`src/rtl/fifo_ex_defs.sv`:
```
// Shared definitions for the FIFO example pipeline.
// State encodings and default widths.
package fifo_ex_defs;

  localparam int DATA_W_DEF = 8;
  localparam int CNT_W_DEF  = 8;

  localparam logic ST_IDLE  = 1'b0;
  localparam logic ST_BURST = 1'b1;

  typedef enum logic {
    IDLE  = ST_IDLE,
    BURST = ST_BURST
  } pacer_state_e;

endpackage

```
`src/rtl/rise_edge_detect.sv`:
```
// Rising-edge detector for a level synchronous to clk.
// A level already high out of reset reads as a rise.
module rise_edge_detect (
  input  logic clk,
  input  logic rst_n,
  input  logic din,
  output logic rise
);

  logic din_q;

  // Remember last cycle's level.
  always_ff @(posedge clk or negedge rst_n) begin
    if (!rst_n) din_q <= 1'b0;
    else        din_q <= din;
  end

  assign rise = din & ~din_q;

endmodule

```
`src/rtl/fifo_write_pacer.sv`:
```
// Turns each accepted tick into a fixed-length burst of
// incrementing FIFO writes, with back-pressure and overrun count.
module fifo_write_pacer
  import fifo_ex_defs::*;
#(
  parameter int                DATA_W    = DATA_W_DEF,
  parameter int                BURST_LEN = 4,
  parameter int                CNT_W     = CNT_W_DEF,
  parameter logic [DATA_W-1:0] DATA_INIT = '0
) (
  input  logic              clk,
  input  logic              rst_n,
  input  logic              enable,
  input  logic              tick_in,
  input  logic              fifo_full,
  output logic              fifo_wr_en,
  output logic [DATA_W-1:0] fifo_wr_data,
  output logic              busy,
  output logic              burst_done,
  output logic [CNT_W-1:0]  overrun_cnt
);

  localparam int BC_W = $clog2(BURST_LEN + 1);

  localparam logic [BC_W-1:0] BC_LOAD = BC_W'(BURST_LEN);
  localparam logic [BC_W-1:0] BC_ONE  = BC_W'(1);

  localparam logic [CNT_W-1:0] CNT_MAX = '1;
  localparam logic [CNT_W-1:0] CNT_ONE = CNT_W'(1);

  localparam logic [DATA_W-1:0] DATA_ONE = DATA_W'(1);

  pacer_state_e    state;
  logic [BC_W-1:0] burst_cnt;
  logic            rise;
  logic            start;

  rise_edge_detect u_edge (
    .clk   (clk),
    .rst_n (rst_n),
    .din   (tick_in),
    .rise  (rise)
  );

  assign start      = rise & enable;
  assign busy       = (state == BURST);
  assign fifo_wr_en = busy & ~fifo_full;

  // Burst sequencer, write data and saturating overrun counter.
  always_ff @(posedge clk or negedge rst_n) begin
    if (!rst_n) begin
      state        <= IDLE;
      burst_cnt    <= '0;
      fifo_wr_data <= DATA_INIT;
      burst_done   <= 1'b0;
      overrun_cnt  <= '0;
    end else begin
      burst_done <= 1'b0;
      if (start && busy && overrun_cnt != CNT_MAX)
        overrun_cnt <= overrun_cnt + CNT_ONE;
      unique case (state)
        IDLE: begin
          if (start) begin
            state     <= BURST;
            burst_cnt <= BC_LOAD;
          end
        end
        BURST: begin
          if (fifo_wr_en) begin
            fifo_wr_data <= fifo_wr_data + DATA_ONE;
            burst_cnt    <= burst_cnt - BC_ONE;
            if (burst_cnt == BC_ONE) begin
              state      <= IDLE;
              burst_done <= 1'b1;
            end
          end
        end
      endcase
    end
  end

endmodule
```
`config.mk`:
```
export PLATFORM = sky130hd
export DESIGN_NAME = fifo_write_pacer
export DESIGN_NICKNAME = d
export VERILOG_FILES = /design/src/rtl/fifo_ex_defs.sv /design/src/rtl/rise_edge_detect.sv /design/src/rtl/fifo_write_pacer.sv
export SDC_FILE = /design/constraint.sdc
export NUM_CORES = 1
export LEC_CHECK = 0
export BUFFER_PORTS_ARGS = -buffer_cell sky130_fd_sc_hd__buf_4
export CORE_MARGIN = 3
export CORE_UTILIZATION = 47
export DETAILED_ROUTE_END_ITERATION = 16
export GPL_TIMING_DRIVEN = 0
export PLACE_DENSITY = 0.74
export SETUP_SLACK_MARGIN = 0.5
export SLEW_MARGIN = 10
export SYNTH_ARGS = -nofsm -noshare
export SYNTH_HDL_FRONTEND = slang
export SYNTH_SLANG_ARGS = --single-unit
```
`constraint.sdc`:
```
create_clock -name clk -period 1.35 [get_ports clk]
set_input_delay 0.2025 -clock clk [delete_from_list [all_inputs] [get_ports clk]]
set_output_delay 0.2025 -clock clk [all_outputs]
set_load 0.01 [all_outputs]
```
==> reports/metrics.csv <==
stage,metric,value,unit
synthesis,synth_edf_count,0,
worst_setup_path,crit_top_cell,buf_6,
timing,whs,-0.000481,ns
finish,utilization,93.3,%
timing,maxSlewHeadroom,80.7,%
global_routing,overflow,0,
timing,timing.final.ws_setup,-0.130,ns
global_routing,antenna_found_initial,0,
power,pwr-share-seq,32.6,%
outcome,violations,"hold timing, setup timing",
routing,wl,3.94,mm
floorplan,initial_core_util,51.6,%
power,pwr-share-comb,57.8,%
clocking,cts.sinks,22,
worst_setup_path,path_max_fanout,2,
timing,tightestPinTransition,0.290,ns
timing,fin_crit_sh,110,%
timing,fin_skew,0.00529,ns
timing,setup_violations,14,
floorplan,die-area,2850,um^2
global_routing,grt_usage,23.7,%
timing,min_period,1.48,ns
floorplan,die_h,53.3,um
finish,postLayoutCellArea,1900,um^2
clocking,clk_pin_slew,0.14,ns
power,p_leak,0.000901,uW
worst_setup_path,crit_path_end_kind,output port,
routing,post_drt_wl_per_cell,21.4,um
synthesis,synthDistinctLibCells,31,
finish,layout_commonest_cell,buf_4,
finish,diodes,0,
timing,hold_violations,1,
synthesis,synth-compound-area-share,8.43,%
floorplan,core_area,2040,um^2
power,powerDensity,1920,nW/um^2
run,maxCapViolCount,0,
finish,layout_common_cells,"buf_4 (32), buf_6 (27), dfrtp_1 (14), dfrtp_2 (8), nor2_4 (5)",
clocking,numCtsBuffers,3,
place,port_buffers,23,
global_routing,first_global_vias,987,
power,ir_worst_vdd,0.00161,V
finish,area_growth,80.8,%
clocking,clock_latency,0.33,ns
worst_setup_path,worstPathRequired,1.15,ns
finish,layout.nets,167,
synthesis,synth_cells,93,
place,place_congestion,0.782,
timing,fin_setup_tns,-0.747,ns
clocking,htreeDepth,1,
timing,timing.fmax,676,MHz
global_routing,grt_first_pass_wirelength,4.64,mm
synthesis,synth_seq_cells,22,
worst_setup_path,crit_type,reg -> out,
floorplan,dieWidth,53.3,um
timing,maxSlewViolCount,0,
synthesis,synth_seq_area_share,52.3,%
clocking,cts_tree,built,
power,p_int,2230,uW
outcome,outcome,finished with violations,
worst_setup_path,start_kind,flop,
worst_setup_path,crit_arrival,1.28,ns
synthesis,yosys.area_share.xor_xnor,7.48,%
synthesis,syn_nets,102,
clocking,clock_path_buffers,2,
floorplan,num_io_pins,24,
worst_hold_path,hold_class,in -> reg,
synthesis,synth-simple-area-share,21.1,%
worst_setup_path,cp.buffers_inverters,3,
worst_setup_path,crit_path_cell_trace,buf_6 > and2b_1 > buf_6 > buf_6,
place,placed_area,1340,um^2
power,p_sw,1420,uW
routing,vias_per_cell,5.73,
synthesis,syn_area,1050,um^2
finish,drive_gt1_share,68.8,%
power,clkPwrFrac,9.6,%
global_routing,grt_max_degree,23,
synthesis,syn_avg_cell_area,11.3,um^2
synthesis,synth-main-ff-cell,dfrtp_1,
synthesis,yosysWarnings,0,
synthesis,synth_top_family_by_area,simple AND/OR/NAND/NOR gates,
routing,vias,1055,
routing,ant_nets,0,
synthesis,synth_fa_ha_area_share,4.75,%
clocking,clock-root-buffer,clkbuf_4,
place,dp_hpwl,1.56,mm
power,finalPower,3650,uW
timing,rsz0062_at_grt,true,
synthesis,synthMuxAreaShare,3.09,%
routing,first_pass_iters,4,
worst_setup_path,crit_path_top_delay_cell,dfrtp_1,
routing,drc,0,
routing,drt_iter0_drc,37,
synthesis,async_flop_share,100,%
worst_setup_path,cp_slowest_stage_delay,0.42,ns
power,switching_share,38.9,%
worst_setup_path,cp_top_family,flip-flops,
floorplan,row_count,16,
-- stage by stage --
step / setup WS, ns / cells
2_1_floorplan: 0.00581 / 93
3_3_place_gp: 0.0111 / 143
3_5_place_dp: -0.00197 / 143
4_1_cts: -0.0825 / 175
5_1_grt: -0.150 / 184
6_report: -0.130 / 184
-- registers in the layout (all words and copies together), names as in the netlist --
register,count
busy,1
overrun_cnt,8
burst_done,1
fifo_wr_data,8
burst_cnt,3
u_edge.din_q,1
-- power groups by stage --
stage / clock (uW) / sequential, uW / combinational [uW]
detailed placement: 0 / 1160 / 1110
CTS: 327 / 1150 / 1760
global route: 358 / 1220 / 2220
finish: 349 / 1190 / 2110
global placement: 0 / 1150 / 1040
floorplan: 0 / 1200 / 587
-- logic make-up (layout without fill, tap and decap cells) --
group,Yosys count,count (layout)
adders and majority gates,4,4
muxes,3,3
DFF,22,22
and+or+nand+nor,37,37
buffers and inverters,5,69
AOI/OAI and AO/OA,13,13
xor gates and xnor gates,9,9
-- layer usage --
layer  track usage [%]  vias to the layer above  routed length [um]
li1                  -                      456                   -
met1              25.7                      528                1540
met2              43.1                       52                2050
met3              3.66                       19                 183
met4              13.2                        0                 164
met5                 0                        -                   0
-- worst paths after layout --
path / slack, ns / cells past startpoint / to / startpoint
hold / removal: -0.0005 / 1 / u_edge.din_q$_DFF_PN0_ / tick_in
min in group asynchronous: 0.28 / 2 / overrun_cnt[7]$_DFFE_PN0P_ / rst_n
max in group asynchronous: 0.82 / 2 / fifo_wr_data[3]$_DFFE_PN0P_ / rst_n
hold reg to reg: 0.60 / 2 / burst_cnt[0]$_DFFE_PN0P_ / burst_cnt[0]$_DFFE_PN0P_
setup reg to reg: -0.10 / 7 / fifo_wr_data[7]$_DFFE_PN0P_ / busy$_DFF_PN0_
setup / recovery: -0.13 / 4 / fifo_wr_en / busy$_DFF_PN0_
-- timing repair --
action / 4_1_cts / 5_1_grt
pin swaps: 16 / 5
setup endpoints to repair: 40 / 40
hold buffers: 1 / 0
resized for setup: 48 / 14
setup buffers: 27 / 9
cloned: 0 / 0
endpoints found under the hold margin: 22 / 0
-- final cells by class --
class | instances | area, um^2
Tap cell | 27 | 33.8
Clock buffer | 4 | 26.3
Fill cell | 65 | 138
Buffer | 2 | 22.5
Multi-Input combinational cell | 66 | 683
Timing Repair Buffer | 60 | 567
Sequential cell | 22 | 561
Inverter | 3 | 11.3
-- cells in the mapped netlist, types with 2 or more instances --
library cell | number | area (um^2)
and3b_1 | 2 | 17.5
a21oi_1 | 4 | 20.0
o21a_1 | 2 | 15.0
and4b_1 | 2 | 20.0
and3_1 | 4 | 25.0
xor2_1 | 2 | 17.5
xnor2_1 | 7 | 61.3
nand2_1 | 6 | 22.5
nand3_2 | 2 | 20.0
nor2_1 | 10 | 37.5
inv_1 | 3 | 11.3
ha_1 | 4 | 50.1
mux2_2 | 2 | 22.5
dfrtp_1 | 22 | 551
nand3_1 | 5 | 25.0
Power figures use the tool's default switching activity.
